==> config.mk <==
export PLATFORM = sky130hd
export DESIGN_NAME = mitch_trunc_div_w8
export DESIGN_NICKNAME = d
export VERILOG_FILES = /design/src/rtl/mitch_pkg.sv /design/src/rtl/mitch_log_enc.sv /design/src/rtl/mitch_trunc_div_w8.sv
export SDC_FILE = /design/constraint.sdc
export NUM_CORES = 1
export LEC_CHECK = 0
export BUFFER_PORTS_ARGS = -buffer_cell sky130_fd_sc_hd__buf_2
export CAP_MARGIN = 40
export CORE_MARGIN = 2
export CORE_UTILIZATION = 53
export CTS_BUF_LIST = sky130_fd_sc_hd__clkbuf_8 sky130_fd_sc_hd__clkbuf_16
export DETAILED_ROUTE_END_ITERATION = 16
export PLACE_DENSITY = 0.83
export RECOVER_POWER = 50
export SLEW_MARGIN = 20
export SYNTH_ARGS = -nofsm -noshare
export SYNTH_HDL_FRONTEND = slang
export SYNTH_SLANG_ARGS = --single-unit
==> constraint.sdc <==
create_clock -name clk_i -period 6.3 [get_ports clk_i]
set_input_delay 0.63 -clock clk_i [delete_from_list [all_inputs] [get_ports clk_i]]
set_output_delay 0.63 -clock clk_i [all_outputs]
set_load 0.05 [all_outputs]
==> src/rtl/mitch_pkg.sv <==
// Shared widths, constants and stage payloads for the Mitchell divider.
package mitch_pkg;

  localparam int W_IN   = 16;
  localparam int W_FRAC = 7;
  localparam int W_L    = 12;
  localparam int W_Q    = 32;
  localparam int W_K    = 4;

  localparam logic [W_L-1:0] BIAS_DIV = 12'd3;

  typedef struct packed {
    logic              sign;
    logic              xneg;
    logic              xz;
    logic              yz;
    logic [W_K-1:0]    kx;
    logic [W_FRAC-1:0] fx;
    logic [W_K-1:0]    ky;
    logic [W_FRAC-1:0] fy;
  } s1_t;

  typedef struct packed {
    logic                  sign;
    logic                  xneg;
    logic                  xz;
    logic                  yz;
    logic signed [W_L-1:0] l;
  } s2_t;

endpackage

==> src/rtl/mitch_log_enc.sv <==
// Log encoder: magnitude -> zero flag, leading-one index, 7-bit truncated fraction.
module mitch_log_enc
  import mitch_pkg::*;
(
  input  logic [W_IN-1:0]   a,
  output logic              zero,
  output logic [W_K-1:0]    k,
  output logic [W_FRAC-1:0] f
);

  logic [W_IN-1:0] norm;

  always_comb begin
    k = '0;
    for (int i = 0; i < W_IN; i++) begin
      if (a[i]) k = W_K'(i);
    end
  end

  // leading one moves to bit 15; the next 7 bits are the fraction
  assign norm = a << (4'd15 - k);
  assign f    = W_FRAC'(norm >> 8);
  assign zero = (a == '0);

endmodule

==> src/rtl/mitch_trunc_div_w8.sv <==
// Three-stage Mitchell log-domain divider, Q16.16 out, valid/ready on both sides.
// Optional MITCH_DIV_BIAS_EN subtracts a small error-compensation bias from L.
module mitch_trunc_div_w8
  import mitch_pkg::*;
(
  input  logic            clk_i,
  input  logic            rst_ni,
  input  logic [W_IN-1:0] x_i,
  input  logic [W_IN-1:0] y_i,
  input  logic            valid_i,
  output logic            ready_o,
  output logic [W_Q-1:0]  q_o,
  output logic            dz_o,
  output logic            valid_o,
  input  logic            ready_i
);

  logic adv;
  assign adv     = ~valid_o | ready_i;
  assign ready_o = adv;

  logic [W_IN-1:0]   ax, ay;
  logic              xz, yz;
  logic [W_K-1:0]    kx, ky;
  logic [W_FRAC-1:0] fx, fy;

  assign ax = x_i[W_IN-1] ? W_IN'(-x_i) : x_i;
  assign ay = y_i[W_IN-1] ? W_IN'(-y_i) : y_i;

  mitch_log_enc u_enc_x (
    .a    (ax),
    .zero (xz),
    .k    (kx),
    .f    (fx)
  );

  mitch_log_enc u_enc_y (
    .a    (ay),
    .zero (yz),
    .k    (ky),
    .f    (fy)
  );

  s1_t s1_d, s1_q;
  s2_t s2_d, s2_q;
  logic v1, v2;

  always_comb begin
    s1_d      = '0;
    s1_d.sign = x_i[W_IN-1] ^ y_i[W_IN-1];
    s1_d.xneg = x_i[W_IN-1];
    s1_d.xz   = xz;
    s1_d.yz   = yz;
    s1_d.kx   = kx;
    s1_d.fx   = fx;
    s1_d.ky   = ky;
    s1_d.fy   = fy;
  end

  always_comb begin
    s2_d      = '0;
    s2_d.sign = s1_q.sign;
    s2_d.xneg = s1_q.xneg;
    s2_d.xz   = s1_q.xz;
    s2_d.yz   = s1_q.yz;
`ifdef MITCH_DIV_BIAS_EN
    s2_d.l    = $signed({1'b0, s1_q.kx, s1_q.fx})
              - $signed({1'b0, s1_q.ky, s1_q.fy})
              - $signed(BIAS_DIV);
`else
    s2_d.l    = $signed({1'b0, s1_q.kx, s1_q.fx})
              - $signed({1'b0, s1_q.ky, s1_q.fy});
`endif
  end

  logic signed [5:0] sh;
  logic [7:0]        mant;
  logic [W_Q-1:0]    mag;
  logic [W_Q-1:0]    q_d;
  logic              dz_d;

  // ke = L>>>7 is the top 5 bits; Q16.16 scaling adds 9 to the shift
  always_comb begin
    mant = {1'b1, s2_q.l[6:0]};
    sh   = 6'($signed(s2_q.l[W_L-1:7])) + 6'sd9;
    mag  = '0;
    q_d  = '0;
    dz_d = 1'b0;
    if (!sh[5]) mag = W_Q'(mant) << sh[4:0];
    else        mag = W_Q'(mant) >> (~sh[2:0] + 3'd1);
    if (mag[W_Q-1]) mag = 32'h7FFF_FFFF;
    if (s2_q.yz) begin
      dz_d = 1'b1;
      q_d  = s2_q.xneg ? 32'h8000_0001 : 32'h7FFF_FFFF;
    end else if (s2_q.xz) begin
      q_d  = '0;
    end else begin
      q_d  = s2_q.sign ? W_Q'(-mag) : mag;
    end
  end

  always_ff @(posedge clk_i) begin
    if (!rst_ni) begin
      v1      <= 1'b0;
      v2      <= 1'b0;
      valid_o <= 1'b0;
      s1_q    <= '0;
      s2_q    <= '0;
      q_o     <= '0;
      dz_o    <= 1'b0;
    end else if (adv) begin
      v1      <= valid_i;
      v2      <= v1;
      valid_o <= v2;
      s1_q    <= s1_d;
      s2_q    <= s2_d;
      q_o     <= q_d;
      dz_o    <= dz_d;
    end
  end

endmodule

Yosys cells after proc, flatten, opt, wreduce, memory -nomap -nowiden --
Index checks and enable logic that the tools add are counted.
Cells by class: add/sub/neg operators 8, shift-type cells 4, multiplexer cells 39, bitwise gates (word level) 4, reductions and logical operators 2
Operator list (number):
- 32-bit 2-to-1 mux | 5
- 4-bit 2-to-1 mux | 28
- 16-bit zero test | 2
- 16-bit 2-to-1 mux | 2
- 16-bit negator | 2
- 32-bit negator | 1
- 16-bit by 4-bit left shift with 15-bit output | 2
- 8-bit by 5-bit left shift with 32-bit output | 1
- 8-bit by 3-bit right shift with 32-bit output | 1
- 31-bit 2-to-1 mux | 1
- 11-bit by 11-bit subtractor with 12-bit output | 1
- 4-bit subtractor, first input constant | 2
- 5-bit by 5-bit adder with 6-bit output, second input constant | 1
- 3-bit by 1-bit adder with 3-bit output, second input constant | 1
- 1-bit 2-to-1 mux | 3
- 3-bit NOT | 1
- 1-bit NOT | 1
- 1-bit bitwise OR | 1
- 1-bit XOR | 1
Storage, ports and cells: register bits after elaboration 78, bits of input ports 36, output and inout bits 35

Logic depth before layout (Yosys ltp) --
Gate-level depths: netlist (run 1).
depth after elaboration 19, depth in mapped cells 18, depth with buffers taken out 16

By module --
Synthesis (run 1) repeated with hierarchy kept, for this count alone.
Second synthesis, totals: cell total of the unflattened synthesis 1190, area, all modules 8520.7 sq um
By module, submodules not included:
- mitch_trunc_div_w8 | times used 1, cells each 854, area each 6408.6 sq um, seq. area each 1561.5 sq um
- mitch_log_enc | times used 2, cells each 168, area each 1056.0 sq um, seq. area each 0.0 sq um

Worst setup path before layout (run 1) --
Ideal clock, no wire load.
path type register to register, from reg s2_q[7] (netlist name), to reg q_o[30], library setup time 0.070 ns, data arrival time 4.384 ns, slack 1.846 ns, stages on the path, launching flop included 18, path buffers 4, clock period less this slack 4.454 ns, cell sequence dfxtp_1 > buf_4 > inv_2 > ha_1 > buf_2 > mux2_2 > mux4_2 > nand3_2 > clkbuf_1 > and2_1 > ha_1 > nor3b_1 > and4b_1 > clkbuf_1 > nand2_1 > or4_1 > o221a_1 > a21oi_1
On the way: cells in the longest elaborated chain, start to end 10
RTL lines:
- start, declared | line mitch_trunc_div_w8.sv:45 | s2_t s2_d, s2_q;
- start signal, assigned | line mitch_trunc_div_w8.sv:108 | s2_q <= '0;
- start signal, assigned | line mitch_trunc_div_w8.sv:116 | s2_q <= s2_d;
- 5-bit by 5-bit adder with 6-bit output * | line mitch_trunc_div_w8.sv:85 | sh = 6'($signed(s2_q.l[W_L-1:7])) + 6'sd9;
- 3-bit NOT | line mitch_trunc_div_w8.sv:90 | else mag = W_Q'(mant) >> (~sh[2:0] + 3'd1);
- 3-bit by 1-bit adder with 3-bit output | line mitch_trunc_div_w8.sv:90
- 8-bit by 3-bit right shift with 32-bit output | line mitch_trunc_div_w8.sv:90
- 32-bit 2-to-1 mux * | line mitch_trunc_div_w8.sv:89 | if (!sh[5]) mag = W_Q'(mant) << sh[4:0];
- 31-bit 2-to-1 mux * | line mitch_trunc_div_w8.sv:91 | if (mag[W_Q-1]) mag = 32'h7FFF_FFFF;
- 32-bit negator | line mitch_trunc_div_w8.sv:98 | q_d = s2_q.sign ? W_Q'(-mag) : mag;
- 32-bit 2-to-1 mux * | line mitch_trunc_div_w8.sv:98
- 32-bit 2-to-1 mux * | line mitch_trunc_div_w8.sv:95 | end else if (s2_q.xz) begin
- 32-bit 2-to-1 mux * | line mitch_trunc_div_w8.sv:92 | if (s2_q.yz) begin
- end signal, assigned | line mitch_trunc_div_w8.sv:117 | q_o <= q_d;
- end, declared | line mitch_trunc_div_w8.sv:12 | output logic [W_Q-1:0] q_o,
Mark *: on every way between the ends. The rest lies on a longest branch, timed or not. A chain may end at the register's enable or synchronous reset.

Worst setup path after layout (run 1) --
Ends and elaborated chain as after synthesis.

==> results.json, run 1 <==
{
  "status": "finished with violations",
  "violations": "max-capacitance violations, max-slew violations",
  "core-area_um2": 15200,
  "max_freq_mhz": 205.7,
  "cp_common_cell": "ha_1",
  "antenna_found_initial": 0,
  "ys_seq_area_share_pct": 18.94,
  "cts_post_setup_buffers_inserted": 0,
  "cts.sinks": 78,
  "post_synth.cell_area_avg_um2": 7.315,
  "max_cap_violations": 2,
  "crit_family": "simple AND/OR/NAND/NOR gates",
  "dieArea_um2": 16570,
  "drv_slew": 149,
  "io_buffers": 70,
  "vdd_drop_max_mv": 0.1511,
  "ctsLongestPathBuffers": 2,
  "tritoncts": "yes",
  "syn_area_um2": 8244,
  "end_kind": "register",
  "finalCritPeriodShare_pct": 77.18,
  "crit_path_cell_trace": "buf_4, ha_1, ha_1, clkinv_1, ha_1, inv_1, a211oi_1, a31oi_1, o32a_1, and2_1, ha_1, nor3b_1, and4b_1, nand2_1, or4_1, o221a_1, a21oi_1",
  "start_util_pct": 54.23,
  "htree_levels": 3,
  "fillers": 1443,
  "globalplace.congestion": 0.9648,
  "nets": 1187,
  "die_height_um": 128.7,
  "first_pass_iters": 8,
  "power.total_mw": 2.954,
  "synth_flop_cell": "dfxtp_1",
  "drc_errors": 0,
  "cts_root_buffer": "clkbuf_16",
  "syn-num-nets": 1182,
  "fin_skew_ps": 12.00,
  "worstSetupPathType": "reg -> reg",
  "hold_viol": 0,
  "hp-class": "reg -> reg",
  "critPathBufInv": 3,
  "synth.distinct_cells": 97,
  "grt_overflow_total": 0,
  "finalSetupViolations": 0,
  "dp_hpwl_um": 16510,
  "grt.total_usage_pct": 27.05,
  "power_leakage_nw": 3.423,
  "crit_required_ps": 6570,
  "worst-path-max-fanout": 29,
  "first_global_vias": 7719,
  "numCtsBuffers": 9,
  "drt_wl_total_um": 22870,
  "max_stage_delay_ps": 480,
  "cts-resized-gates": 0,
  "via_count": 8565,
  "min_period_ps": 4862,
  "detail-route-antenna-nets": 0,
  "setup_tns_ps": 0,
  "power-per-cell-area_nw_per_um2": 335.8,
  "synth_edf_count": 0,
  "path_clk_slew_ps": 70,
  "cts_hold_buf": 0,
  "wl_per_cell_um": 17.29,
  "row_count": 45,
  "startpoint_type": "register",
  "antennaDiodeCount": 0,
  "slowest_stage": "ha_1",
  "slew_headroom_pct": -102.5,
  "ys_warn_count": 0,
  "grt_pass1_wl_um": 37140,
  "grt_max_degree": 79,
  "fp.dieW_um": 128.7,
  "ys_seq_elements": 78,
  "post_synth_inst_count": 1127,
  "critPathArrivalTime_ps": 5130,
  "insertion_delay_ps": 350,
  "drive_above_1_share_pct": 11.63,
  "routed_via_density": 6.474,
  "drt_iter0_markers": 800,
  "async_flop_share_pct": 0,
  "area_delta_synth_final_pct": 6.693,
  "worst_pin_slew_ps": 3038,
  "ioPinCount": 71,
  "rsz0062_at_grt": "no"
}
cell type report:
class / instances / area, µm² / area share, %
Clock inverter: 5 / 61.31 / 0.6970
Multi-Input combinational cell: 910 / 6102 / 69.37
Inverter: 49 / 183.9 / 2.091
Timing Repair Buffer: 84 / 426.7 / 4.851
Clock buffer: 9 / 225.2 / 2.560
Sequential cell: 78 / 1562 / 17.75
Tap cell: 188 / 235.2 / 2.674
report_power, final:
| part | switching [mW] | internal, mW | total [mW] |
|---|---|---|---|
| clock network | 0.213 | 0.304 | 0.517 |
| registers | 0.0848 | 0.587 | 0.672 |
| logic | 1.15 | 0.614 | 1.76 |
| total | 1.45 | 1.51 | 2.95 |
worst reg2reg max path, stage by stage (launching register included):
cell and delay (ps):
dfxtp_1 340, buf_4 330, ha_1 480, ha_1 220, clkinv_1 210, ha_1 430, inv_1 160, a211oi_1 60
a31oi_1 160, o32a_1 220, and2_1 180, ha_1 210, nor3b_1 390, and4b_1 420, nand2_1 160, or4_1 470
o221a_1 230, a21oi_1 130
layout by cell type, fill, tap and decap left out, types with 7 or more instances in the layout:
cell type,n
xor2_1,26
nand3_1,28
a22oi_1,7
mux2_2,18
o31ai_1,17
a21oi_1,71
xnor2_1,24
a31oi_1,23
nor2_1,87
dfxtp_1,78
nor2b_1,14
nand2b_1,16
clkbuf_16,9
o32ai_1,7
nor3_1,35
o22ai_1,9
a21boi_0,20
nand2_1,114
mux2i_1,52
nor4_1,11
or2_2,9
o21a_1,9
o211ai_1,9
inv_1,45
or3_1,14
a21o_1,10
ha_1,18
buf_4,7
o21ai_0,95
o211a_1,9
and2_1,9
buf_2,37
clkbuf_1,36
a211oi_1,10
o31a_1,10
per-stage QoR:
stage               setup WS, ps  instances  hold WS, ps  cell area, µm²  utilization, %
finish                      1438       1323        462.4            8796           57.86
CTS                         1371       1321        462.8            8831           58.09
global route                1171       1323        496.3            8796           57.86
floorplan                   1847       1127        436.8            8244               -
detailed placement          1400       1307        454.7            8544           56.21
global placement            1507       1304        447.9            8508           55.97
routing by layer:
layer | share of wire (%) | track usage (%)
met5 | 0 | 0
met4 | 2.6 | 9.143
met3 | 6.7 | 4.740
met2 | 48 | 45.94
met1 | 43 | 34.76
cell families (layout without fill, tap and decap cells):
logic type      Yosys count  in the layout  synth area share, %
compound gates          380            380                31.87
buf+inv                 139            147                7.042
simple gates            384            384                23.34
xor+xnor                 51             51                5.509
fa+ha+maj                19             19                2.975
mux                      76             76                10.32
flops                    78             78                18.94
cells in the mapped netlist, drive strengths merged, types with 4 or more instances:
library cell | number | area share [%]
nand2 | 115 | 5.3
o21ai | 100 | 6.1
nor2 | 87 | 4.0
dfxtp | 78 | 19
a21oi | 73 | 4.5
clkbuf | 63 | 2.9
mux2i | 53 | 6.6
inv | 47 | 2.1
nor3 | 35 | 2.1
nand3 | 31 | 2.1
buf | 27 | 1.9
xor2 | 27 | 3.0
xnor2 | 24 | 2.5
a31oi | 23 | 1.7
a21boi | 21 | 1.9
mux2 | 19 | 2.6
o31ai | 19 | 2.0
ha | 18 | 2.7
nand2b | 16 | 1.2
nor4 | 15 | 1.4
nor2b | 14 | 1.1
or3 | 14 | 1.1
and2 | 12 | 0.91
a211oi | 10 | 0.91
a21o | 10 | 0.91
o31a | 10 | 1.1
o211a | 9 | 1.1
o211ai | 9 | 0.82
o21a | 9 | 0.82
o22ai | 9 | 0.68
o41ai | 9 | 1.5
or2 | 9 | 0.68
a22oi | 8 | 0.79
or4 | 8 | 0.87
o32ai | 7 | 0.74
a211o | 5 | 0.53
nand4 | 5 | 0.38
nor3b | 5 | 0.46
or3b | 5 | 0.53
a22o | 4 | 0.42
a32o | 4 | 0.49
and3 | 4 | 0.30
mux4 | 4 | 1.1
o311a | 4 | 0.49
o32a | 4 | 0.49
worst paths after layout:
kind / to / slack (ps) / cells past startpoint / start
worst max-delay path: q_o[30] / 1440 / 17 / s2_q[7]
worst min-delay path: s1_q[3] / 460 / 2 / s1_q[3]
worst max register to register: q_o[30] / 1440 / 17 / s2_q[7]
worst min register to register: s1_q[3] / 460 / 2 / s1_q[3]
state kept, by name, summed over array words and instances (netlist names):
signal	cells
dz_o	1
mant	7
q_o	32
s1_q	26
s2_q	9
v1	1
v2	1
valid_o	1
No activity file was read; power rests on OpenSTA's default activity.
==> run 2: changes to the inputs <==
--- a/config.mk
+++ b/config.mk
@@ -5,13 +5,14 @@
 export SDC_FILE = /design/constraint.sdc
 export NUM_CORES = 1
 export LEC_CHECK = 0
+export ABC_AREA = 1
 export BUFFER_PORTS_ARGS = -buffer_cell sky130_fd_sc_hd__buf_2
 export CAP_MARGIN = 40
 export CORE_MARGIN = 2
 export CORE_UTILIZATION = 53
 export CTS_BUF_LIST = sky130_fd_sc_hd__clkbuf_8 sky130_fd_sc_hd__clkbuf_16
 export DETAILED_ROUTE_END_ITERATION = 16
-export PLACE_DENSITY = 0.83
+export PLACE_DENSITY = 0.84
 export RECOVER_POWER = 50
 export SLEW_MARGIN = 20
 export SYNTH_ARGS = -nofsm -noshare
==> constraint.sdc (replaced) <==
create_clock -name clk_i -period 4.5 [get_ports clk_i]
set_input_delay 0.45 -clock clk_i [delete_from_list [all_inputs] [get_ports clk_i]]
set_output_delay 0.45 -clock clk_i [all_outputs]
set_load 0.05 [all_outputs]
==> run 2 against run 1 <==
The flow still finishes with violations (max-capacitance violations, max-slew violations). First-iteration DRC count shrank 14%. Power grew 54%. Wire length down 13%. Register-to-register slack got worse by 970 ps. Hold slack got worse by 98 ps. Synthesized cell count rose by 16%. Die area is 9.4% lower. Critical endpoint is now q_o[24]. Highest routed layer unchanged.
==> results.json, run 2 <==
{
  "status": "finished with violations",
  "violations": "max-capacitance violations, max-slew violations",
  "wl_per_cell_um": 12.93,
  "post-synth-top-count-cell": "nand2_1",
  "fin_skew_ps": 10.46,
  "antennaDiodeCount": 0,
  "syn-num-nets": 1367,
  "ys_warn_count": 0,
  "detail-route-antenna-nets": 0,
  "tritoncts": "yes",
  "globalplace.congestion": 0.9811,
  "async_flop_share_pct": 0,
  "wl_met2_um": 9714,
  "slowest_stage": "ha_1",
  "grt_max_degree": 44,
  "max_freq_mhz": 248.1,
  "ctsLongestPathBuffers": 2,
  "synthTopCellsByCount": "nand2_1, nand3_1, inv_1",
  "crit_path_cell_trace": "ha_1, ha_1, clkinv_1, ha_1, inv_1, o21ai_0, nand2_1, o21ai_1, nor2_1, ha_1, inv_1, nor3_4, nand2_2, nor2_2, nand3_1, nand2_2, a21oi_1, nand3b_1, a21oi_1",
  "end_kind": "register",
  "fillers": 1478,
  "via_count": 8366,
  "finalSetupViolations": 0,
  "power-per-cell-area_nw_per_um2": 565.2,
  "numCtsBuffers": 9,
  "io_buffers": 70,
  "placed_area_um2": 7861,
  "finalCritPeriodShare_pct": 89.57,
  "cp_common_cell": "ha_1",
  "power.total_mw": 4.556,
  "post_synth.cell_area_avg_um2": 5.674,
  "ys_seq_elements": 78,
  "instances_no_fill": 1535,
  "post_synth_inst_count": 1312,
  "min_period_ps": 4031,
  "hold_viol": 0,
  "drive_above_1_share_pct": 7.897,
  "cts_post_setup_buffers_inserted": 0,
  "dp_hpwl_um": 15310,
  "slew_headroom_pct": -23.89,
  "hp-class": "in -> reg",
  "synth_flop_cell": "dfxtp_1",
  "reg2reg_setup_slack_ps": 470,
  "drt_wl_total_um": 19850,
  "synth_largest_area_cell": "dfxtp_1",
  "area_delta_synth_final_pct": 8.286,
  "htree_levels": 3,
  "core-area_um2": 13770,
  "startpoint_type": "register",
  "grt.total_usage_pct": 26.82,
  "largest_reg_flops": 32,
  "worst-path-max-fanout": 17,
  "wl_met1_um": 8691,
  "syn_area_um2": 7445,
  "dp.cells": 1521,
  "top_layer_used": "met4",
  "synth_area_leaders": "dfxtp_1, nand2_1, nand3_1, o21ai_0, inv_1",
  "power_leakage_nw": 4.121,
  "grt_overflow_total": 0,
  "first_global_vias": 7249,
  "max_cap_violations": 2,
  "vdd_drop_max_mv": 0.2655,
  "layout_common_cells": "nand2_1, nand3_1, inv_1, nor2_1, o21ai_0",
  "setup_tns_ps": 0,
  "drc_errors": 0,
  "critPathArrivalTime_ps": 4310,
  "antenna_found_initial": 0,
  "nets": 1407,
  "final_core_util_pct": 58.53,
  "drt_iter0_markers": 685,
  "final_common_cell": "nand2_1",
  "cts_hold_buf": 0,
  "die_height_um": 122.5,
  "cts-resized-gates": 0,
  "grt_pass1_wl_um": 33000,
  "cts.sinks": 78,
  "drv_slew": 44,
  "top_regs": "q_o (32), s1_q (26), s2_q (9)",
  "yosysTopAreaCellShare_pct": 20.97,
  "crit_required_ps": 4780,
  "path_clk_slew_ps": 60,
  "start_util_pct": 54.05,
  "first_pass_iters": 5,
  "ys_seq_area_share_pct": 20.97,
  "worstSetupPathType": "reg -> reg",
  "met3_length_um": 926,
  "cts_root_buffer": "clkbuf_16",
  "crit_family": "adder cells",
  "ioPinCount": 71,
  "routed_via_density": 5.450,
  "worst_pin_slew_ps": 1858,
  "row_count": 43,
  "synth.distinct_cells": 48,
  "max_stage_delay_ps": 570,
  "design_area_um2": 8061,
  "critPathBufInv": 3,
  "insertion_delay_ps": 350,
  "dieArea_um2": 15010,
  "rsz0062_at_grt": "no",
  "synth_edf_count": 0,
  "fp.dieW_um": 122.5,
  "regMostFlops": "q_o"
}
-- run 2: worst paths after layout --
check / end / from / depth (start not counted)
setup reg to reg: q_o[24] / s2_q[8] / 19
setup / recovery: q_o[24] / s2_q[8] / 19
hold reg to reg: s1_q[23] / s1_q[23] / 2
hold / removal: v1 / valid_i / 3
-- run 2: worst register-to-register path, delay by kind of cell, from the launching register on --
kind	cells	cell delay [ps]
DFF	1	330
and+or+nand+nor	8	1270
AOI/OAI and AO/OA	4	380
buffers and inverters	3	570
adders and majority gates	4	1420
-- run 2: layer usage --
metal  track usage (%)  up-vias
met5                 0        -
met1             32.86     3697
met2             48.47      265
met4             8.333        0
li1                  -     4364
met3             3.578       40
-- run 2: layout make-up --
| cell class | instances | area (µm²) | area share (%) |
|---|---|---|---|
| clock buffers | 10 | 239.0 | 2.964 |
| well taps | 180 | 225.2 | 2.794 |
| multi-input cells | 1017 | 4997 | 61.99 |
| inverters | 165 | 629.4 | 7.807 |
| flip-flops and latches | 78 | 1562 | 19.37 |
| repair buffers | 81 | 385.4 | 4.780 |
| clock inverters | 4 | 23.77 | 0.2949 |
-- run 2: cells by family (layout without fill, tap and decap cells) --
kind of cell	count (synthesis)	count (layout)	share of synthesized area, %
adders and majority gates	19	19	3.294
xor gates and xnor gates	19	19	2.336
buffers and inverters	217	260	11.90
muxes	2	2	0.2689
DFF	78	78	20.97
AOI/OAI and AO/OA	241	241	17.28
and+or+nand+nor	736	736	43.95
-- run 2: power breakdown --
group	internal [mW]	switching, mW
clock network	0.381	0.285
logic	0.858	2.08
registers	0.854	0.0938
-- run 2: through the flow --
step / hold WS (ps) / setup WS [ps]
2_1_floorplan: 441.1 / 1182
3_3_place_gp: 450.7 / 651.4
3_5_place_dp: 453.6 / 505.9
4_1_cts: 377.6 / 493.7
5_1_grt: 426.2 / 142.8
6_report: 364.5 / 469.4
